File: config.mk
export PLATFORM = sky130hd
export DESIGN_NAME = frame_tx
export DESIGN_NICKNAME = d
export VERILOG_FILES = /design/src/rtl/frame_tx.sv
export SDC_FILE = /design/constraint.sdc
export NUM_CORES = 1
export LEC_CHECK = 0
export CAP_MARGIN = 10
export CORE_MARGIN = 10
export CORE_UTILIZATION = 55
export DETAILED_ROUTE_END_ITERATION = 8
export PLACE_DENSITY = 0.82
export SETUP_SLACK_MARGIN = 0.2
export SKIP_LAST_GASP = 1
export SLEW_MARGIN = 20
export SYNTH_ARGS = -nofsm -noshare
export SYNTH_HDL_FRONTEND = slang
export SYNTH_SLANG_ARGS = --single-unit
File: constraint.sdc
create_clock -name clk -period 15.87 [get_ports clk]
set_clock_uncertainty 0.2 [all_clocks]
set_input_delay 4.761 -clock clk [delete_from_list [all_inputs] [get_ports clk]]
set_output_delay 4.761 -clock clk [all_outputs]
set_load 0.1 [all_outputs]
File: src/rtl/frame_tx.sv
// frame_tx -- Ethernet-style frame transmitter.
//
// On an accepted start request the header fields are latched and one
// contiguous tx_en burst is produced: 7 x 0x55, 0xD5, dmac, smac, ether_type
// (all MSB byte first), L payload bytes pulled from an upstream byte source,
// zero padding up to MIN_PLOAD payload bytes and, optionally, a 4-byte FCS.
// After the burst (or an underrun abort) IFG idle cycles follow with busy
// still high.
//
// Optional feature macro: FRAME_TX_FCS_EN
//   defined   -> IEEE 802.3 CRC-32 FCS is generated and appended.
//   undefined -> no CRC logic, the frame ends after the last pad/payload byte.
//
// Ports:
//   clk, rst          clock, asynchronous active-high reset
//   start             frame request, sampled only while busy=0
//   dmac, smac        destination / source MAC, latched on start
//   ether_type        type/length field, latched on start
//   pload_len         payload byte count L, latched on start
//   pl_data/pl_valid  upstream payload byte and its valid
//   pl_ready          payload byte requested (transfer = pl_valid && pl_ready)
//   txd, tx_en        transmit byte and its valid (txd=0 while tx_en=0)
//   busy              frame in progress or in inter-frame gap
//   done              one-cycle pulse after a normally completed frame
//   err               one-cycle pulse: start rejected (L>MAX_PLOAD) or underrun
module frame_tx #(
  parameter int MIN_PLOAD = 46,
  parameter int MAX_PLOAD = 1500,
  parameter int IFG       = 12
) (
  input  logic        clk,
  input  logic        rst,
  input  logic        start,
  input  logic [47:0] dmac,
  input  logic [47:0] smac,
  input  logic [15:0] ether_type,
  input  logic [10:0] pload_len,
  input  logic [7:0]  pl_data,
  input  logic        pl_valid,
  output logic        pl_ready,
  output logic [7:0]  txd,
  output logic        tx_en,
  output logic        busy,
  output logic        done,
  output logic        err
);

  localparam logic [10:0] MIN_L    = 11'(MIN_PLOAD);
  localparam logic [10:0] MAX_L    = 11'(MAX_PLOAD);
  localparam logic [10:0] IFG_LAST = 11'(IFG - 1);
  localparam logic [7:0]  PRE_BYTE = 8'h55;
  localparam logic [7:0]  SFD_BYTE = 8'hD5;

  typedef enum logic [2:0] {IDLE, PRE, SFD, HDR, PLOAD, PAD, FCS, GAP} state_t;

  // state_reg/cnt_reg describe the byte currently on txd; the next-state
  // logic decides what goes on the wire in the following cycle, which keeps
  // every output a plain register.
  state_t        state_reg, state_next;
  logic [10:0]   cnt_reg, cnt_next;
  logic [10:0]   len_reg, len_next;
  logic [111:0]  hdr_reg, hdr_next;   // {dmac, smac, ether_type}, shifted out MSB byte first
  logic [7:0]    txd_reg, txd_next;
  logic          tx_en_reg, tx_en_next;
  logic          pl_ready_reg, pl_ready_next;
  logic          busy_reg, busy_next;
  logic          done_reg, done_next;
  logic          err_reg, err_next;
  logic [10:0]   pad_len;
  logic          payload_take;        // current cycle has pl_ready high
  logic          payload_end;         // current byte is the last header/payload byte
  logic          tail_start;          // current byte is the last pad/payload byte

`ifdef FRAME_TX_FCS_EN
  logic [31:0]   crc_reg, crc_next;
  logic          crc_init, crc_shift;

  // Reflected CRC-32 over one byte, LSB first.
  function automatic logic [31:0] crc_byte(input logic [31:0] c, input logic [7:0] b);
    logic [31:0] r;
    r = c ^ {24'd0, b};
    for (int i = 0; i < 8; i++) begin
      r = r[0] ? ((r >> 1) ^ 32'hEDB88320) : (r >> 1);
    end
    return r;
  endfunction
`endif

  assign pad_len = (len_reg < MIN_L) ? (MIN_L - len_reg) : 11'd0;

  always_comb begin
    state_next    = state_reg;
    cnt_next      = cnt_reg;
    len_next      = len_reg;
    hdr_next      = hdr_reg;
    txd_next      = 8'h00;
    tx_en_next    = 1'b0;
    pl_ready_next = 1'b0;
    busy_next     = busy_reg;
    done_next     = 1'b0;
    err_next      = 1'b0;
    payload_take  = 1'b0;
    payload_end   = 1'b0;
    tail_start    = 1'b0;
`ifdef FRAME_TX_FCS_EN
    crc_init      = 1'b0;
    crc_shift     = 1'b0;
`endif

    case (state_reg)
      IDLE: begin
        busy_next = 1'b0;
        if (start) begin
          if (pload_len > MAX_L) begin
            err_next = 1'b1;
          end else begin
            len_next   = pload_len;
            hdr_next   = {dmac, smac, ether_type};
            busy_next  = 1'b1;
            state_next = PRE;
            cnt_next   = 11'd0;
            txd_next   = PRE_BYTE;
            tx_en_next = 1'b1;
`ifdef FRAME_TX_FCS_EN
            crc_init   = 1'b1;
`endif
          end
        end
      end

      PRE: begin
        tx_en_next = 1'b1;
        if (cnt_reg == 11'd6) begin
          state_next = SFD;
          txd_next   = SFD_BYTE;
        end else begin
          cnt_next = cnt_reg + 11'd1;
          txd_next = PRE_BYTE;
        end
      end

      SFD: begin
        state_next = HDR;
        cnt_next   = 11'd0;
        tx_en_next = 1'b1;
        txd_next   = hdr_reg[111:104];
        hdr_next   = {hdr_reg[103:0], 8'h00};
      end

      HDR: begin
        if (cnt_reg != 11'd13) begin
          tx_en_next    = 1'b1;
          cnt_next      = cnt_reg + 11'd1;
          txd_next      = hdr_reg[111:104];
          hdr_next      = {hdr_reg[103:0], 8'h00};
          // Payload fetch starts while ether_type[7:0] is on the wire.
          pl_ready_next = (cnt_reg == 11'd12) && (len_reg != 11'd0);
        end else if (len_reg == 11'd0) begin
          payload_end = 1'b1;
        end else begin
          payload_take = 1'b1;
        end
      end

      PLOAD: begin
        if (cnt_reg == len_reg - 11'd1) begin
          payload_end = 1'b1;
        end else begin
          payload_take = 1'b1;
        end
      end

      PAD: begin
        if (cnt_reg == pad_len - 11'd1) begin
          tail_start = 1'b1;
        end else begin
          tx_en_next = 1'b1;
          cnt_next   = cnt_reg + 11'd1;
        end
      end

`ifdef FRAME_TX_FCS_EN
      FCS: begin
        if (cnt_reg == 11'd3) begin
          state_next = GAP;
          cnt_next   = 11'd0;
          done_next  = 1'b1;
        end else begin
          tx_en_next = 1'b1;
          cnt_next   = cnt_reg + 11'd1;
          txd_next   = ~crc_reg[7:0];
          crc_shift  = 1'b1;
        end
      end
`endif

      GAP: begin
        if (cnt_reg == IFG_LAST) begin
          state_next = IDLE;
          cnt_next   = 11'd0;
          busy_next  = 1'b0;
        end else begin
          cnt_next = cnt_reg + 11'd1;
        end
      end

      default: begin
        state_next = IDLE;
        cnt_next   = 11'd0;
        busy_next  = 1'b0;
      end
    endcase

    // A requested byte that is not there aborts the frame straight into GAP.
    if (payload_take) begin
      if (pl_valid) begin
        state_next    = PLOAD;
        cnt_next      = (state_reg == HDR) ? 11'd0 : cnt_reg + 11'd1;
        tx_en_next    = 1'b1;
        txd_next      = pl_data;
        pl_ready_next = (cnt_next + 11'd1) < len_reg;
      end else begin
        state_next = GAP;
        cnt_next   = 11'd0;
        err_next   = 1'b1;
      end
    end

    if (payload_end) begin
      if (pad_len != 11'd0) begin
        state_next = PAD;
        cnt_next   = 11'd0;
        tx_en_next = 1'b1;
      end else begin
        tail_start = 1'b1;
      end
    end

    if (tail_start) begin
`ifdef FRAME_TX_FCS_EN
      state_next = FCS;
      cnt_next   = 11'd0;
      tx_en_next = 1'b1;
      txd_next   = ~crc_reg[7:0];
      crc_shift  = 1'b1;
`else
      state_next = GAP;
      cnt_next   = 11'd0;
      done_next  = 1'b1;
`endif
    end
  end

`ifdef FRAME_TX_FCS_EN
  // crc_reg always covers every dmac..pad byte already placed on txd, so it
  // is complete in the cycle the last data byte is on the wire; the FCS is
  // then shifted out low byte first.
  always_comb begin
    crc_next = crc_reg;
    if (crc_init) begin
      crc_next = 32'hFFFFFFFF;
    end else if (crc_shift) begin
      crc_next = {8'h00, crc_reg[31:8]};
    end else if (tx_en_next && (state_next == HDR || state_next == PLOAD || state_next == PAD)) begin
      crc_next = crc_byte(crc_reg, txd_next);
    end
  end

  always_ff @(posedge clk or posedge rst) begin
    if (rst) begin
      crc_reg <= 32'hFFFFFFFF;
    end else begin
      crc_reg <= crc_next;
    end
  end
`endif

  always_ff @(posedge clk or posedge rst) begin
    if (rst) begin
      state_reg    <= IDLE;
      cnt_reg      <= 11'd0;
      len_reg      <= 11'd0;
      hdr_reg      <= '0;
      txd_reg      <= 8'h00;
      tx_en_reg    <= 1'b0;
      pl_ready_reg <= 1'b0;
      busy_reg     <= 1'b0;
      done_reg     <= 1'b0;
      err_reg      <= 1'b0;
    end else begin
      state_reg    <= state_next;
      cnt_reg      <= cnt_next;
      len_reg      <= len_next;
      hdr_reg      <= hdr_next;
      txd_reg      <= txd_next;
      tx_en_reg    <= tx_en_next;
      pl_ready_reg <= pl_ready_next;
      busy_reg     <= busy_next;
      done_reg     <= done_next;
      err_reg      <= err_next;
    end
  end

  assign txd      = txd_reg;
  assign tx_en    = tx_en_reg;
  assign pl_ready = pl_ready_reg;
  assign busy     = busy_reg;
  assign done     = done_reg;
  assign err      = err_reg;

endmodule
* Word level (Yosys, flattened, before mapping)
Cells that the tools add are included.
Widths: inputs -> output; s select.
** Word-level totals
- Flip-flop bits (word level) :: 150
- Input bits :: 135
- Output and inout port bits :: 13
- Word-level logic and storage cells :: 116
** Operators by class
- $add $sub $neg :: 5
- $lt $le $gt $ge :: 3
- Equal/unequal tests :: 16
- Mux-type cells :: 68
- Bitwise operators :: 2
- Reductions and logical operators :: 12
** Operators by type and width (number)
- $mux 112 :: 3
- $pmux 112 s3 :: 1
- $mux 11 :: 13
- $pmux 11 s6 :: 1
- $mux 8 :: 4
- $pmux 8 s4 :: 1
- $mux 1 :: 29
- $mux 3 :: 8
- $add 11x1->11 const B :: 2
- $eq 11x11->1 :: 2
- $eq 11x4->1 const B :: 2
- $reduce_bool 11->1 :: 2
- $sub 11x1->11 const B :: 2
- $pmux 3 s5 :: 1
- $mux 7 :: 2
- $eq 11x3->1 const B :: 1
- $gt 11x11->1 const B :: 1
- $logic_not 11->1 :: 1
- $lt 11x11->1 :: 1
- $lt 11x6->1 const B :: 1
- $ne 11x4->1 const B :: 1
- $sub 6x11->11 const A :: 1
- $eq 3x3->1 const B :: 3
- $ne 2x2->1 const B :: 4
- 16 further kinds :: 19

* Depth between registers and ports, before layout
- Depth in word-level cells :: 10
- Mapped depth :: 19
- Depth with buffers taken out :: 15

* Least setup slack after synthesis
OpenSTA, ideal clock, no wires.
- Path type :: input to register
- Start point :: in pload_len[0]
- End point :: reg hdr_reg[10]
- Setup time :: 0.134 ns
- Arrival time :: 6.056 ns
- Required time :: 15.536 ns
- Setup slack :: 9.481 ns
- Stages :: 9
- Buffers on the path :: 3
- Cells stage by stage :: o2111ai_1 -> a21oi_1 -> o21ai_0 -> a31oi_2 -> buf_4 -> buf_6 -> buf_6 -> nand2_1 -> o21ai_0
** Between the ends
- Cells in the longest elaborated chain, start to end :: 3
** Ends and longest elaborated chain
- start: declaration :: RTL line 37 : input logic [10:0] pload_len,
- $gt 11x11->1 :: RTL line 114 : if (pload_len > MAX_L) begin
- $ne 2x2->1 (no line)
- $reduce_and 4->1 (no line)
- end signal: assignment :: RTL line 294 : hdr_reg <= hdr_next;
- end: declaration :: RTL line 62 : logic [111:0] hdr_reg, hdr_next;
Every way passes these cells.
A chain may end at the register's enable or synchronous reset.

* Final worst setup path
- Start point :: in pload_len[2]
- End point :: reg hdr_reg[21]
Same word-level chain as after synthesis.

==> metrics.md <==
| Metric | Value |
|---|---|
| Die Y | `147 um` |
| Maximum clock frequency | `0.124 GHz` |
| Final setup fails | `0` |
| Setup ws final | `7780 ps` |
| MaxCap Viol Count | `0` |
| Post-CTS setup buffer count | `0` |
| Maximum clock insertion buffer count | `2` |
| CTS Hold Bufs | `0` |
| Worst path buffer plus inverter count | `3` |
| Total CTS buffers | `17` |
| EDFF count, synth | `0` |
| FF+latch count, synth | `150` |
| Dpl ws | `7410 ps` |
| Clk root buf | `clkbuf_16` |
| Gpl congestion | `0.909` |
| Initial Utilization | `0.561` |
| Syn Nets | `1082` |
| Fin. max-slew vios | `0` |
| Most frequent cells after synthesis | `150 x dfrtp_1, 134 x nand2_1, 114 x mux2i_1` |
| Worst path slowest cell | `buf_4` |
| Die W | `147 um` |
| DRT Pass-1 Iters | `5` |
| Vias in the first global route | `7165` |
| Fin crit period | `8090 ps` |
| PwrDens | `189 nW/um2` |
| Core Area | `15800 um2` |
| Layout area overhead | `22.8%` |
| CTS sink cnt | `150` |
| Crit-path max FO | `128` |
| Data arrival, critical path | `8210 ps` |
| Tcrit/Tclk final | `0.510` |
| Worst-Margin Slew | `1090 ps` |
| Vias per inst | `5.77` |
| WL final | `23000 um` |
| CP max stage delay | `810 ps` |
| Reg clk slew, reported paths | `60 ps` |
| Average size of a mapped cell | `9.58 um2` |
| Nets | `1184` |
| Maximum vdd drop | `160 uV` |
| 1st-iter DRT viols | `607` |
| Outcome | `finished clean` |
| Type of origin of the critical path | `input port` |
| Post-Route Utilization | `0.689` |
| Most frequent cell after synthesis | `dfrtp_1` |
| Worst path required time | `15990 ps` |
| Share of synthesized registers carrying an async set or reset | `1.00` |
| Avg WL per Cell | `18.3 um` |
| Sum Neg Setup Slack | `0 ps` |
| Mapped Area | `8880 um2` |
| Antenna Nets Post-Route | `0` |
| Synth Instances | `927` |
| IO Port Bufs | `147` |
| Post-CTS sizing | `0` |
| First-pass GRT wire length | `36900 um` |
| Synth area leaders | `dfrtp_1 42%, mux2i_1 13%, nand2_1 5.7%, o21ai_0 5.4%, ha_1 2.8%` |
| Largest register FFs | `112` |
| Yosys Warn Count | `0` |
| Top Family by Delay on Critical Path | `buffers and inverters` |
| Top_reg_cell synth | `dfrtp_1` |
| Worst slew margin | `0.273` |
| RSZ-0062 raised after global routing | `false` |
| Antenna violations before repair | `1` |
| Synth top area share | `0.423` |
| Total track usage | `0.208` |
| Die area | `21600 um2` |
| CP most frequent cell | `buf_4` |
| Sequential share of the synthesized area | `0.423` |
| Crit Path Class | `in2reg` |
| Core Rows | `46` |
| Distinct cells, synth | `80` |
| Vias | `7265` |
| Largest net degree at the start of global routing | `129` |
| Layout cells sized above 1 | `0.0672` |
| Placed cell area | `10300 um2` |
| # IOs | `148` |
| Worst-Skew Late Latency | `420 ps` |
| Design area | `10900 um2` |
| Leakage | `4.78 nW` |
| Final hold vios | `0` |
| Remaining Overflow, GRT | `0` |
| H-tree depth | `4` |
| CTS tree | `done` |
| Final HPWL DP | `16500 um` |
| Hold Crit Class | `reg2reg` |
| Worst Setup End Kind | `register` |
| Cell taking the most area after synthesis | `dfrtp_1` |
| Critical Path, Cell by Cell | `clkdlybuf4s50_1 > o2111ai_1 > a21oi_1 > o21ai_0 > a31oi_4 > buf_4 > buf_4 > nand2_1 > o21ai_1` |
| DRC errors left | `0` |
[cell usage in the layout, fill, tap and decap left out, types with 5 or more instances in the layout]
| cell type | count |
|---|---|
| a21oi_1 | 17 |
| and3_1 | 10 |
| nand3_1 | 20 |
| clkbuf_16 | 17 |
| o211ai_1 | 8 |
| a221o_1 | 5 |
| a32oi_1 | 7 |
| buf_4 | 5 |
| nor2_1 | 49 |
| dfrtp_1 | 150 |
| nand4_1 | 13 |
| inv_6 | 5 |
| inv_1 | 21 |
| and2_1 | 6 |
| xnor2_1 | 20 |
| nand2_1 | 134 |
| nor3_1 | 7 |
| mux2_2 | 9 |
| o21ai_0 | 95 |
| ha_1 | 20 |
| a211oi_1 | 6 |
| clkdlybuf4s50_1 | 147 |
| nor2b_1 | 6 |
| mux2i_1 | 114 |
| o21ai_1 | 35 |
| xor2_1 | 13 |
[worst register-to-register path: cells and delay by family, from the launching register on]
family,cells,cell delay (ps)
simple gates,7,1470
compound gates,4,1230
flops,1,710
fa+ha+maj,2,580
buf+inv,2,410
[cells by family after synthesis]
| group | after synthesis | share of synthesized area |
|---|---|---|
| muxes | 123 | 0.140 |
| buffers and inverters | 93 | 0.0558 |
| AOI/OAI and AO/OA | 223 | 0.162 |
| adders and majority gates | 20 | 0.0282 |
| and+or+nand+nor | 285 | 0.159 |
| xor gates and xnor gates | 33 | 0.0325 |
| DFF | 150 | 0.423 |
[per-layer routing]
metal | wire (um) | track usage | part of all wire | vias up
li1 | - | - | - | 3515
met1 | 9610 | 0.252 | 0.42 | 3491
met2 | 11200 | 0.342 | 0.49 | 227
met3 | 1720 | 0.0676 | 0.075 | 32
met4 | 477 | 0.0659 | 0.021 | 0
met5 | 0 | 0 | 0 | -
[worst paths after layout]
path / from / slack [ps] / to / cells after the start
min: hdr_reg[97]$_DFFE_PP0P_ / 280 / hdr_reg[97]$_DFFE_PP0P_ / 2
max: pload_len[2] / 7780 / hdr_reg[21]$_DFFE_PP0P_ / 9
max reg2reg: len_reg[0]$_DFFE_PP0P_ / 11130 / cnt_reg[3]$_DFF_PP0_ / 15
max in group asynchronous: rst / 9500 / hdr_reg[86]$_DFFE_PP0P_ / 3
min reg2reg: hdr_reg[97]$_DFFE_PP0P_ / 280 / hdr_reg[97]$_DFFE_PP0P_ / 2
min in group asynchronous: rst / 4690 / hdr_reg[74]$_DFFE_PP0P_ / 2
[area by class of cell]
cell class	instances	area, um2
Antenna cell	1	2.50
Clock buffer	18	439
Timing Repair Buffer	152	1510
Inverter	24	95.1
Fill cell	1236	4920
Sequential cell	150	3750
Multi-Input combinational cell	684	4650
Tap cell	216	270
Clock inverter	14	188
[power by group]
part	leakage [nW]	internal (mW)	switching, mW
logic	2.59	0.373	0.558
clock network	0.304	0.257	0.170
registers	1.89	0.548	0.152
total	4.78	1.18	0.879
[through the flow]
step / instances / total power, mW / hold slack (ps)
3_3_place_gp: 1226 / 1.59 / 260
6_report: 1259 / 2.06 / 276
2_1_floorplan: 927 / 1.44 / 248
3_5_place_dp: 1226 / 1.63 / 269
4_1_cts: 1258 / 2.06 / 283
5_1_grt: 1258 / 2.20 / 305
Note: power is estimated with default switching activity, not from simulation.
